$ cat config.mk
export PLATFORM = sky130hd
export DESIGN_NAME = pwm_hbridge_driver
export DESIGN_NICKNAME = d
export VERILOG_FILES = /design/src/rtl/pwm_hbridge_driver_pkg.sv /design/src/rtl/pwm_hbridge_driver_leg.sv /design/src/rtl/pwm_hbridge_driver.sv
export SDC_FILE = /design/constraint.sdc
export NUM_CORES = 1
export LEC_CHECK = 0
export ABC_AREA = 1
export CAP_MARGIN = 0
export CORE_MARGIN = 2
export CORE_UTILIZATION = 61
export DETAILED_ROUTE_END_ITERATION = 16
export PLACE_DENSITY = 0.83
export SETUP_SLACK_MARGIN = 0.02
export SYNTH_ARGS = -nofsm -noshare
export SYNTH_HDL_FRONTEND = slang
export SYNTH_SLANG_ARGS = --single-unit
$ cat constraint.sdc
create_clock -name CLK -period 3.66 [get_ports CLK]
set_input_delay 0.366 -clock CLK [delete_from_list [all_inputs] [get_ports CLK]]
set_output_delay 0.366 -clock CLK [all_outputs]
set_load 0.01 [all_outputs]
$ cat src/rtl/pwm_hbridge_driver_pkg.sv
// Shared types, widths and defaults for the H-bridge PWM driver.
// Duty magnitude/sign helpers used at the period latch.
package pwm_hbridge_driver_pkg;

  localparam int DUTY_W       = 24;
  localparam int DEF_PERIOD   = 2500;
  localparam int DEF_DEADTIME = 8;
  localparam int DEF_CNT_W    = 24;

  localparam logic [DUTY_W-1:0] DUTY_MIN =
    {1'b1, {(DUTY_W-1){1'b0}}};
  localparam logic [DUTY_W-1:0] DUTY_MAX =
    {1'b0, {(DUTY_W-1){1'b1}}};

  typedef enum logic [1:0] {
    ST_IDLE   = 2'd0,
    ST_FWD    = 2'd1,
    ST_REV    = 2'd2,
    ST_SWITCH = 2'd3
  } state_t;

  typedef enum logic [1:0] {
    LEG_OFF = 2'd0,
    LEG_MOD = 2'd1,
    LEG_LOW = 2'd2
  } leg_mode_t;

  typedef enum logic [1:0] {
    SGN_ZERO = 2'd0,
    SGN_POS  = 2'd1,
    SGN_NEG  = 2'd2
  } sign_t;

  // Most negative duty has no positive twin; clamp it.
  function automatic logic [DUTY_W-1:0] sat_mag(
    input logic signed [DUTY_W-1:0] d
  );
    logic [DUTY_W-1:0] m;
    if (d == DUTY_MIN)
      m = DUTY_MAX;
    else if (d[DUTY_W-1])
      m = -d;
    else
      m = d;
    return m;
  endfunction

  function automatic sign_t duty_sign(
    input logic signed [DUTY_W-1:0] d
  );
    sign_t s;
    if (d == '0)
      s = SGN_ZERO;
    else if (d[DUTY_W-1])
      s = SGN_NEG;
    else
      s = SGN_POS;
    return s;
  endfunction

endpackage

$ cat src/rtl/pwm_hbridge_driver_leg.sv
// One half-bridge: registered hi/lo gates from counter vs compare,
// with dead time inserted around every modulated transition.
module pwm_leg
  import pwm_hbridge_driver_pkg::*;
#(
  parameter int CNT_W    = DEF_CNT_W,
  parameter int PERIOD   = DEF_PERIOD,
  parameter int DEADTIME = DEF_DEADTIME
) (
  input  logic             CLK,
  input  logic             reset,
  input  logic [CNT_W-1:0] cnt,
  input  logic [CNT_W-1:0] cmp,
  input  leg_mode_t        mode,
  output logic             hi,
  output logic             lo
);

  localparam logic [CNT_W:0] DT_X  = (CNT_W+1)'(DEADTIME);
  localparam logic [CNT_W:0] PER_X = (CNT_W+1)'(PERIOD);

  logic [CNT_W:0] cnt_x;
  logic [CNT_W:0] cmp_x;
  logic           hi_d;
  logic           lo_d;

  // One spare bit so cmp+DEADTIME cannot wrap.
  assign cnt_x = {1'b0, cnt};
  assign cmp_x = {1'b0, cmp};

  always_comb begin
    hi_d = 1'b0;
    lo_d = 1'b0;
    unique case (mode)
      LEG_MOD: begin
        hi_d = (cnt_x >= DT_X) && (cnt_x < cmp_x);
        lo_d = (cnt_x >= cmp_x + DT_X) &&
               (cmp_x < PER_X);
      end
      LEG_LOW: lo_d = 1'b1;
      default: ;
    endcase
  end

  always_ff @(posedge CLK or negedge reset) begin
    if (!reset) begin
      hi <= 1'b0;
      lo <= 1'b0;
    end else begin
      hi <= hi_d;
      lo <= lo_d;
    end
  end

endmodule

$ cat src/rtl/pwm_hbridge_driver.sv
// Full H-bridge PWM driver fed by the signed PID duty word.
// Define PWM_BRAKE_EN to hold both low sides on while IDLE and enabled.
module pwm_hbridge_driver
  import pwm_hbridge_driver_pkg::*;
#(
  parameter int PERIOD   = DEF_PERIOD,
  parameter int DEADTIME = DEF_DEADTIME,
  parameter int CNT_W    = DEF_CNT_W
) (
  input  logic                     CLK,
  input  logic                     reset,
  input  logic                     enable,
  input  logic signed [DUTY_W-1:0] duty,
  output logic                     a_hi,
  output logic                     a_lo,
  output logic                     b_hi,
  output logic                     b_lo,
  output logic                     period_start,
  output logic [1:0]               direction
);

  localparam logic [CNT_W-1:0] LAST  = CNT_W'(PERIOD-1);
  localparam logic [CNT_W:0]   PER_X = (CNT_W+1)'(PERIOD);

  logic [CNT_W-1:0] cnt;
  logic [CNT_W-1:0] cmp;
  logic [CNT_W:0]   mag_x;
  logic             latch;
  logic             brake_on;
  sign_t            sgn;
  state_t           state_q;
  state_t           state_d;
  leg_mode_t        mode_a;
  leg_mode_t        mode_b;

  assign latch = (cnt == LAST);
  assign sgn   = duty_sign(duty);
  assign mag_x = (CNT_W+1)'(sat_mag(duty));

  always_ff @(posedge CLK or negedge reset) begin
    if (!reset) begin
      cnt          <= '0;
      cmp          <= '0;
      period_start <= 1'b0;
    end else begin
      cnt          <= latch ? '0 : cnt + CNT_W'(1);
      period_start <= latch;
      if (latch)
        cmp <= (mag_x > PER_X) ? PER_X[CNT_W-1:0]
                               : mag_x[CNT_W-1:0];
    end
  end

  always_ff @(posedge CLK or negedge reset) begin
    if (!reset)
      state_q <= ST_IDLE;
    else
      state_q <= state_d;
  end

  // Any sign flip while driving costs one all-off period.
  always_comb begin
    state_d = state_q;
    if (!enable) begin
      state_d = ST_IDLE;
    end else if (latch) begin
      unique case (1'b1)
        sgn == SGN_POS:
          state_d = (state_q == ST_REV) ? ST_SWITCH : ST_FWD;
        sgn == SGN_NEG:
          state_d = (state_q == ST_FWD) ? ST_SWITCH : ST_REV;
        default:
          state_d = ST_IDLE;
      endcase
    end
  end

`ifdef PWM_BRAKE_EN
  localparam int GW = $clog2(DEADTIME + 1) + 1;

  logic [GW-1:0] guard;
  logic          brake_act;

  assign brake_act = enable && (state_q == ST_IDLE);

  // Brake lows wait DEADTIME cycles after any other gate pattern.
  always_ff @(posedge CLK or negedge reset) begin
    if (!reset)
      guard <= GW'(DEADTIME);
    else if (!brake_act)
      guard <= GW'(DEADTIME);
    else if (guard != '0)
      guard <= guard - GW'(1);
  end

  assign brake_on = brake_act && (guard == '0);
`else
  assign brake_on = 1'b0;
`endif

  always_comb begin
    mode_a = LEG_OFF;
    mode_b = LEG_OFF;
    if (enable) begin
      unique case (state_q)
        ST_FWD: begin
          mode_a = LEG_MOD;
          mode_b = LEG_LOW;
        end
        ST_REV: begin
          mode_a = LEG_LOW;
          mode_b = LEG_MOD;
        end
        ST_IDLE: begin
          if (brake_on) begin
            mode_a = LEG_LOW;
            mode_b = LEG_LOW;
          end
        end
        default: ;
      endcase
    end
  end

  pwm_leg #(
    .CNT_W   (CNT_W),
    .PERIOD  (PERIOD),
    .DEADTIME(DEADTIME)
  ) u_leg_a (
    .CLK  (CLK),
    .reset(reset),
    .cnt  (cnt),
    .cmp  (cmp),
    .mode (mode_a),
    .hi   (a_hi),
    .lo   (a_lo)
  );

  pwm_leg #(
    .CNT_W   (CNT_W),
    .PERIOD  (PERIOD),
    .DEADTIME(DEADTIME)
  ) u_leg_b (
    .CLK  (CLK),
    .reset(reset),
    .cnt  (cnt),
    .cmp  (cmp),
    .mode (mode_b),
    .hi   (b_hi),
    .lo   (b_lo)
  );

  assign direction = state_q;

endmodule

==> flow_results.org, run 1 <==
** Place
- Cell area reported after detailed placement :: 5410 um^2
- Routability-driven placement finished with a final weighted congestion of roughly 0.86.
- Buffers placed on the I/O ports in this run total 33.
- Detailed placement finished with a half-perimeter wire length of around 9.5 mm.

** Detailed routing
- The pre-antenna-repair detailed-routing pass consisted of 5 iterations.
- The count of nets left with antenna violations once routing finished came out at 0.
- Routed length per placed instance :: approximately 14 um
- Routed vias :: approximately 4,700
- Wires add up to 11.7 mm.
- In the routed layout, each cell is associated on average with a via count of 5.41.
- Initial DRC count :: approximately 240
- Number of DRC violations after detailed routing :: 0

** Yosys
- Post-synthesis sequential area ratio :: between 20% and 30%
- Of all flip-flops after synthesis, the portion carrying an async set or reset was 100%.
- Number of synthesized flops with an enable pin :: 0
- The number of different library cells used by synthesis comes to 43.
- Adder and majority gate portion of the synthesized area :: 12.8%
- Number of storage elements in the synthesis netlist :: 55
- Post-synth top area share :: 27.6%
- Complex-gate fraction of the synthesized area :: 9.07%
- Average cell area after synthesis :: 6.90 um^2
- Of the post-synthesis cell area, the part taken by muxes is 0%.
- Main flop type after synthesis :: sky130_fd_sc_hd__dfrtp_1
- Summing the areas of all xor and xnor instances in the mapped netlist gives 5.63% of the synthesized area.
- Share of synthesized cell area in and, or, nand and nor gates :: about 34%
- During synthesis, Yosys emitted a total of 0 warnings.
- In the synthesized netlist, the number of instances is 722.
- Cell area after synthesis :: around 5000 um^2
- sky130_fd_sc_hd__dfrtp_1 takes more of the synthesized area than any other cell.
- By area, the combinational part of the netlist is dominated by simple AND/OR/NAND/NOR gates.
- Top area cells in the synthesized netlist :: sky130_fd_sc_hd__dfrtp_1 28%, sky130_fd_sc_hd__nand2_1 13%, sky130_fd_sc_hd__ha_1 13%, sky130_fd_sc_hd__inv_1 9.0%, sky130_fd_sc_hd__nor2_1 5.7%
- Synthesized Nets :: 800

** STA
- Final critical-path required period :: 3.14 ns
- Fmax :: 318 MHz
- Slew at the pin closest to its max-slew limit :: 0.780 ns
- Unrepaired setup endpoints after global routing :: no
- Final setup vio count :: 0
- Summed negative setup slack over all endpoints :: 0 ns
- Final-report hold violation count :: 0
- Between clock sinks in the finished design, the worst skew comes to 0.0140 ns.
- After layout, the worst path uses between 80% and 90% of the clock period.
- Headroom to the max-slew limit came out at 48.0%.
- Max-slew violation count :: 0

** Power and ir drop
- Leakage power :: 2.95 nW
- In this run the power density over the cells is around 210 nW/um^2.
- IR Drop Worst-Case VDD :: 0.149 mV

** Run
- The tool flagged a number of max-cap violations equal to 0.

** Critical path
- In this run the register-to-register setup slack is 0.52 ns.
- STA puts the critical path data required time at 3.90 ns.
- Along the worst path, the maximum fanout reaches 5.
- STA classifies the critical path endpoint as a register.
- Critical Setup Path Class :: reg -> reg
- Critical path startpoint category :: register
- Arrival time worst endpoint :: 3.38 ns

** Clocking
- In this run the number of H-tree levels came out at 2.
- Buffer depth of the longest clock path :: 2
- Post-CTS repair changed the size of 0 cells.
- Clock-pin slew was measured on the worst setup and hold paths at roughly 0.11 ns.
- For the worst-skew pair, the clock arrives at the later sink with an insertion delay of approximately 0.32 ns.
- For this design, the sink count on the clock tree is 55.
- Hold repair after CTS inserted 0 buffers.
- Root cell of the clock tree :: sky130_fd_sc_hd__clkbuf_8
- Post-CTS Setup Bufs :: 0
- TritonCTS built the clock tree.
- The number of clock buffers added by TritonCTS is 5.

** Layout
- Commonest non-fill, non-tap cell in the layout :: sky130_fd_sc_hd__nand2_1
- In the final layout, the share of cells above drive strength 1 is ~6.7%.
- Area growth, synth to finish :: 10.9%
- Commonest non-fill, non-tap cells in the layout :: 179 x sky130_fd_sc_hd__nand2_1, 120 x sky130_fd_sc_hd__inv_1, 76 x sky130_fd_sc_hd__nor2_1
- For this run, the post-layout net count is 834.
- After routing the design area is 5520 um^2.
- The repair_antennas step left the layout with diodes totalling 0.
- Across the whole layout, storage elements account for approximately 1400 um^2.
- Total area of multi-input combinational cells :: 3090 um^2
- Count of fill cells added during filler insertion :: between 600 and 700

** Die
- From left edge to right edge, the die measures 94.3 um.
- The die covers 8900 um^2.
- Std-Cell Core Area :: 7810 um^2
- Effective utilization at floorplan :: a little under two thirds
- In this run the vertical extent of the chip is between 90 and 100 um.
- # rows :: 32
- Top Ports :: 34

** Global routing
- Congestion Overflow GR :: 0
- For this run, the total global-route usage over all layers was measured as between 20% and 30%.
- Largest net degree at the start of global routing :: 33
- Antenna violations before repair :: 0
- The via count of the first global-routing pass was 4,453.
- The first global-routing pass estimated 19.7 mm of wire.

** Status
- Outcome :: finished clean

** Min path
- Worst hold-check path type :: in -> async
-- area by class of cell --
class	instances	share of cell area [%]
Multi-Input combinational cell	534	55.9
Sequential cell	55	24.9
Inverter	123	8.36
Timing Repair Buffer	37	6.43
Tap cell	102	2.31
Clock buffer	5	1.25
Clock inverter	3	0.861
-- per-layer routing --
layer | global-route usage [%] | wire length [um] | vias to the layer above
li1 | - | - | 2392
met4 | 11.8 | 410 | 0
met5 | 0 | 0 | -
met2 | 50.4 | 5720 | 127
met1 | 34.0 | 5120 | 2106
met3 | 2.63 | 405 | 25
-- final timing paths --
kind	start	endpoint	cells past startpoint
min reg2reg	cmp[12]	cmp[12]	2
min	reset	cnt[3]	1
min in group CLK	cmp[12]	cmp[12]	2
max reg2reg	cmp[5]	u_leg_b.lo	17
max	cmp[5]	u_leg_b.lo	17
max in group asynchronous	reset	cmp[23]	2
-- synth_stat cells (2+ instances only) --
cell type and n:
sky130_fd_sc_hd__o21bai_2 7, sky130_fd_sc_hd__inv_1 120, sky130_fd_sc_hd__nor4_2 2, sky130_fd_sc_hd__dfrtp_1 55, sky130_fd_sc_hd__a211oi_1 2, sky130_fd_sc_hd__o21a_1 3, sky130_fd_sc_hd__a21oi_1 29, sky130_fd_sc_hd__o21ai_0 21
sky130_fd_sc_hd__nand3_1 54, sky130_fd_sc_hd__nor3_1 12, sky130_fd_sc_hd__nor3_2 4, sky130_fd_sc_hd__nand2_1 179, sky130_fd_sc_hd__nand4_1 19, sky130_fd_sc_hd__or2_2 3, sky130_fd_sc_hd__inv_2 3, sky130_fd_sc_hd__clkbuf_1 4
sky130_fd_sc_hd__o211ai_1 3, sky130_fd_sc_hd__nor4_1 8, sky130_fd_sc_hd__buf_2 3, sky130_fd_sc_hd__xor2_1 27, sky130_fd_sc_hd__nand2_2 3, sky130_fd_sc_hd__nor2_2 8, sky130_fd_sc_hd__xnor2_1 5, sky130_fd_sc_hd__nor2_1 76
sky130_fd_sc_hd__ha_1 51, sky130_fd_sc_hd__and2_1 2, sky130_fd_sc_hd__nor2_4 3
-- critical path, cell delays in order (launching register included) --
cell and delay (ns):
sky130_fd_sc_hd__dfrtp_1 0.44, sky130_fd_sc_hd__inv_1 0.10, sky130_fd_sc_hd__nor3_2 0.28, sky130_fd_sc_hd__nand4_1 0.24
sky130_fd_sc_hd__nor2_1 0.22, sky130_fd_sc_hd__nand3_1 0.16, sky130_fd_sc_hd__nor3_2 0.19, sky130_fd_sc_hd__nand3_1 0.11
sky130_fd_sc_hd__xor2_1 0.16, sky130_fd_sc_hd__ha_1 0.30, sky130_fd_sc_hd__nand2_1 0.07, sky130_fd_sc_hd__nor3_1 0.22
sky130_fd_sc_hd__nand4_1 0.13, sky130_fd_sc_hd__nand2_1 0.09, sky130_fd_sc_hd__a21oi_1 0.06, sky130_fd_sc_hd__nand2_1 0.08
sky130_fd_sc_hd__nand3_1 0.07, sky130_fd_sc_hd__a21oi_1 0.15
-- logic make-up after synthesis --
group           after synthesis
simple gates                379
compound gates               72
fa+ha+maj                    51
flops                        55
buf+inv                     133
xor+xnor                     32
-- sequential cells by signal (all words and copies together) (netlist names) --
name and flops:
cnt 24, u_leg_a.hi 1, period_start 1, u_leg_b.hi 1, cmp 24, u_leg_b.lo 1
u_leg_a.lo 1, direction 2
-- power breakdown --
group,internal (W),total [W],switching (W),leakage [nW]
clock,0.000208,0.000419,0.000211,0.0587
combinational,0.0000538,0.000137,0.0000831,2.13
sequential,0.000607,0.000607,0.0000000000000000000407,0.754
-- metrics by stage --
| stage | instances | hold slack (ns) | worst slack (ns) | util [%] | total power, W |
|---|---|---|---|---|---|
| after floorplan | 722 | 0.0704 | 1.02 | - | 0.000694 |
| after global placement | 851 | 0.416 | 0.775 | 69.2 | 0.000751 |
| after detailed placement | 851 | 0.425 | 0.572 | 69.2 | 0.000756 |
| after CTS | 859 | 0.0680 | 0.534 | 70.7 | 0.00117 |
| after global routing | 859 | 0.114 | 0.131 | 70.7 | 0.00122 |
| final | 859 | 0.0527 | 0.520 | 70.7 | 0.00116 |
Power figures use the tool's default switching activity.
==> inputs of run 2 (changes only) <==
ABC_AREA = 0   (was 1)
CORE_UTILIZATION = 60   (was 61)
PLACE_DENSITY = 0.82   (was 0.83)
==> run 2 against run 1 <==
Against the previous run:
- register-to-register slack got worse by 0.13 ns
- clock power about the same
- count of clock-buffer cells in the layout rose by 1
- sequential share of layout area up 2.1 points
- flip-flop and latch count unchanged
- largest power group unchanged
- core utilization is 1.3 points lower
==> flow_results.org, run 2 <==
** Layout
- The commonest non-fill, non-tap cell in the layout is sky130_fd_sc_hd__dfrtp_1 (was sky130_fd_sc_hd__nand2_1).
- The total number of nets in the final design was 629 (was 834).
- Commonest non-fill, non-tap cells in the layout: 55 x sky130_fd_sc_hd__dfrtp_1, 51 x sky130_fd_sc_hd__ha_1, 47 x sky130_fd_sc_hd__nor2_1 (was 179 x sky130_fd_sc_hd__nand2_1, 120 x sky130_fd_sc_hd__inv_1, 76 x sky130_fd_sc_hd__nor2_1).
- Area growth, synth to finish :: 11.5% (was 10.9%)
- The fraction of layout instances using a drive strength above 1 was 5.62% (was 6.74%).
- Antenna diodes :: 0 (unchanged)

** Power and ir drop
- Leakage power :: 2.24 nW (was 2.95 nW)
- The relative contribution of the clock network to total power was 36.0% (about the same).
- Combinational cell fraction of total power :: 11.7% (was 11.8%)
- The total power consumption of the routed design came to 0.00116 W (about the same).
- The portion of total power attributed to sequential cells was 52.3% (was 52.2%).
- The net switching power is 0.000273 W (was 0.000294 W).
- The internal power contribution was 0.000887 W (was 0.000869 W).
- Power density of the placed cells :: 228 nW/um^2 (was 211 nW/um^2)
- The largest voltage drop on the vdd net came to 0.231 mV (was 0.149 mV).
- The proportion of total power due to net switching is 23.5% (was 25.3%).

** Yosys
- The flip-flop and latch count after synthesis is 55 (unchanged).
- Synthesized Nets :: 600 (was 800)
- The dominant cell type by area after synthesis is sky130_fd_sc_hd__dfrtp_1 (unchanged).
- The proportion of synthesized flip-flops having asynchronous set or reset is 100% (unchanged).
- Average cell area after synthesis :: 8.75 um^2 (was 6.90 um^2)
- Syn Inst Count :: 522 (was 722)
- The leading cell type by number of instances after synthesis is sky130_fd_sc_hd__dfrtp_1 (was sky130_fd_sc_hd__nand2_1).
- The number of enable flip-flop cells after synthesis was 0 (unchanged).
- Post-synth top area share :: 30.1% (was 27.6%)
- The cell area after synthesis was 4570 um^2 (was 4980 um^2).
- The number of warnings issued by yosys was 0 (unchanged).
- The count of cell types in the netlist is 60 (was 43).
- Post-synthesis sequential area ratio :: 30.1% (was 27.6%)
- Top area cells in the synthesized netlist :: sky130_fd_sc_hd__dfrtp_1 30%, sky130_fd_sc_hd__ha_1 14%, sky130_fd_sc_hd__xnor2_1 8.2%, sky130_fd_sc_hd__nor2_1 3.9%, sky130_fd_sc_hd__nand4_1 3.4% (was sky130_fd_sc_hd__dfrtp_1 28%, sky130_fd_sc_hd__nand2_1 13%, sky130_fd_sc_hd__ha_1 13%, sky130_fd_sc_hd__inv_1 9.0%, sky130_fd_sc_hd__nor2_1 5.7%)
- The dominant register cell in the synthesized netlist is sky130_fd_sc_hd__dfrtp_1 (unchanged).
- Synth top cells by count :: 55 x sky130_fd_sc_hd__dfrtp_1, 51 x sky130_fd_sc_hd__ha_1, 47 x sky130_fd_sc_hd__nor2_1 (was 179 x sky130_fd_sc_hd__nand2_1, 120 x sky130_fd_sc_hd__inv_1, 76 x sky130_fd_sc_hd__nor2_1)

** Clocking
- The clock-pin slew of the registers on the worst-case setup and hold paths was 0.10 ns (was 0.11 ns).
- The sink count of the clock tree is 55 (unchanged).
- CTS tree :: built (unchanged)
- Buffer depth of the longest clock path :: 2 (unchanged)
- The CTS buffer count was 5 (unchanged).
- Clk Latency, worst-skew pair :: 0.31 ns (was 0.32 ns)
- Root cell of the clock tree :: sky130_fd_sc_hd__clkbuf_8 (unchanged)
- The count of buffers added by post-CTS timing repair for setup is 0 (unchanged).
- The H-tree level count is 2 (unchanged).

** Detailed routing
- Iteration count of the initial detailed-routing pass :: 4 (was 5)
- The total DRC errors in the routed layout was 0 (unchanged).
- Routed length per placed instance :: 16.6 um (was 13.6 um)
- The antenna violation net count after detailed routing came to 0 (unchanged).
- The vias after detailed routing came to 4,016 (was 4,650).
- The sum of routed wire length over all layers is 10.8 mm (was 11.7 mm).
- The initial DRC count came to 214 (was 244).
- Via density :: 6.17 (was 5.41)

** Die
- Std-Cell Core Area :: 7330 um^2 (was 7810 um^2)
- The top-level I/O count came to 34 (unchanged).
- Die extent in y :: 91.2 um (was 94.3 um)
- The die area is 8330 um^2 (was 8900 um^2).
- The site row count is 31 (was 32).
- Effective utilization at floorplan :: 62.3% (was 63.8%)
- Die Wd :: 91.2 um (was 94.3 um)

** Global routing
- First-pass GRT wire length :: 18.6 mm (was 19.7 mm)
- Antenna violations before repair :: 0 (unchanged)
- Via count of the first global-routing pass :: 4,013 (was 4,453)
- GRT Max-Usage Layer :: met2 (unchanged)
- The routing usage on met3 came to 1.91% (was 2.63%).
- Total routing usage reported by global routing :: 27.3% (was 27.9%)
- Largest net degree at the start of global routing :: 56 (was 33)
- Congestion Overflow GR :: 0 (unchanged)
- The met1 global-route usage came to 33.8% (was 34.0%).
- Met2 global-route usage :: 50.2% (was 50.4%)

** Critical path
- Arrival time worst endpoint :: 3.45 ns (was 3.38 ns)
- Reg2reg path depth :: 12 (was 17)
- Element type at the critical path end :: register (unchanged)
- R2R Setup Slk :: 0.39 ns (was 0.52 ns)
- End of the worst register-to-register path :: u_leg_b.lo (unchanged)
- The kind of critical path is reg -> reg (unchanged).
- The data required time at the worst endpoint is 3.84 ns (was 3.90 ns).
- Startpoint of the worst-slack reg-to-reg timing path :: cmp[8] (was cmp[5])
- The startpoint class of the critical path is a register (unchanged).
- Critical Path Fanout Max :: 5 (unchanged)

** Place
- Total of buffers placed on input and output ports :: 33 (unchanged)
- The estimated wirelength of the detail-placed design came to 8.68 mm (was 9.46 mm).
- The routability congestion estimate is 0.968 (was 0.865).

** STA
- Summed negative setup slack over all endpoints :: 0 ns (unchanged)
- The worst clock skew on the final layout came to 0.0131 ns (was 0.0140 ns).
- Final-report hold violation count :: 0 (unchanged)
- The pin slew with the least headroom to its limit is 0.731 ns (was 0.780 ns).
- Final setup vio count :: 0 (unchanged)
- The minimum period implied by the final worst setup slack came to 3.27 ns (was 3.14 ns).
- The number of max-slew violations in the final report is 0 (unchanged).
- Unrepaired setup endpoints after global routing :: no (unchanged)
- Final critical-path share of the clock period :: 89.4% (was 85.8%)
- Worst rel slew slack :: 50.8% (was 48.0%)
- Fmax :: 306 MHz (was 318 MHz)

** Run
- The count of max-cap constraint violations is 0 (unchanged).

** Status
- Outcome: finished clean (unchanged).

** Min path
- The class of the most critical hold timing path is in -> async (unchanged).
[run 2: what timing repair did]
| action | CTS | global route |
|---|---|---|
| hold buffers | 0 | 0 |
| setup endpoints to repair | 0 | 2 |
| gates resized for setup | 0 | 1 |
[run 2: how the worst max path moves through the flow]
stage                 end  slack (ns)     from  cells after the start
2_1_floorplan  u_leg_a.lo        0.68   cmp[8]                     13
3_3_place_gp       cmp[7]        0.35  duty[0]                     10
3_5_place_dp       cmp[6]        0.31  duty[0]                     10
4_1_cts        u_leg_b.lo        0.30   cmp[8]                     12
5_1_grt        u_leg_a.lo        0.14   cmp[8]                     12
6_report       u_leg_b.lo        0.39   cmp[8]                     12
[run 2: area by class of cell]
cell class	count	area (um^2)
timing repair buffer	40	378
multi-input combinational	411	2950
sequential	55	1380
clock buffer	6	82.6
tap	99	124
clock inverter	2	35.0
fill	568	2240
inverter	38	143
[run 2: power by group through the flow]
| stage | sequential (W) | combinational, W | clock, W |
|---|---|---|---|
| detailed placement | 0.000619 | 0.000135 | 0 |
| floorplan | 0.000619 | 0.0000763 | 0 |
| CTS | 0.000607 | 0.000136 | 0.000424 |
| finish | 0.000607 | 0.000136 | 0.000417 |
| global route | 0.000607 | 0.000150 | 0.000449 |
| global placement | 0.000619 | 0.000134 | 0 |
[run 2: metal layers]
| layer | up-vias | wire (um) |
|---|---|---|
| met5 | - | 0 |
| met4 | 0 | 278 |
| met3 | 27 | 393 |
| met2 | 100 | 5450 |
| met1 | 1925 | 4680 |
| li1 | 1964 | - |
[run 2: metrics by stage]
stage	setup slack [ns]	area (um^2)	hold slack (ns)	utilization, %	instances
floorplan	0.684	4570	0.0704	-	522
global placement	0.347	4970	0.469	67.7	643
detailed placement	0.306	4970	0.486	67.7	643
CTS	0.297	5080	0.197	69.3	651
global route	0.137	5090	0.254	69.4	651
finish	0.388	5090	0.156	69.4	651
[run 2: cells by family (layout without fill, tap and decap cells)]
group,Yosys count,after routing,share of synthesized area [%]
and+or+nand+nor,207,207,25.0
muxes,3,3,0.767
adders and majority gates,51,51,14.0
buffers and inverters,56,86,5.51
DFF,55,55,30.1
xor gates and xnor gates,49,49,9.40
AOI/OAI and AO/OA,101,101,15.2
[run 2: worst max-delay path, stage by stage, from the launching register on]
cell	delay (ns)
sky130_fd_sc_hd__dfrtp_1	0.43
sky130_fd_sc_hd__nand4_1	0.20
sky130_fd_sc_hd__or3_1	0.54
sky130_fd_sc_hd__nor3_1	0.24
sky130_fd_sc_hd__xnor2_1	0.15
sky130_fd_sc_hd__ha_1	0.27
sky130_fd_sc_hd__a21o_1	0.17
sky130_fd_sc_hd__a21o_1	0.17
sky130_fd_sc_hd__a21oi_1	0.18
sky130_fd_sc_hd__nand2b_1	0.08
sky130_fd_sc_hd__a221o_1	0.28
sky130_fd_sc_hd__a221oi_2	0.33
sky130_fd_sc_hd__o22ai_1	0.13
==> inputs of run 3 (changes only) <==
ABC_CLOCK_PERIOD_IN_PS = 3660   (was unset)
==> results of run 3 <==
The final DEF is identical to that of run 2; final timing and power are the same.
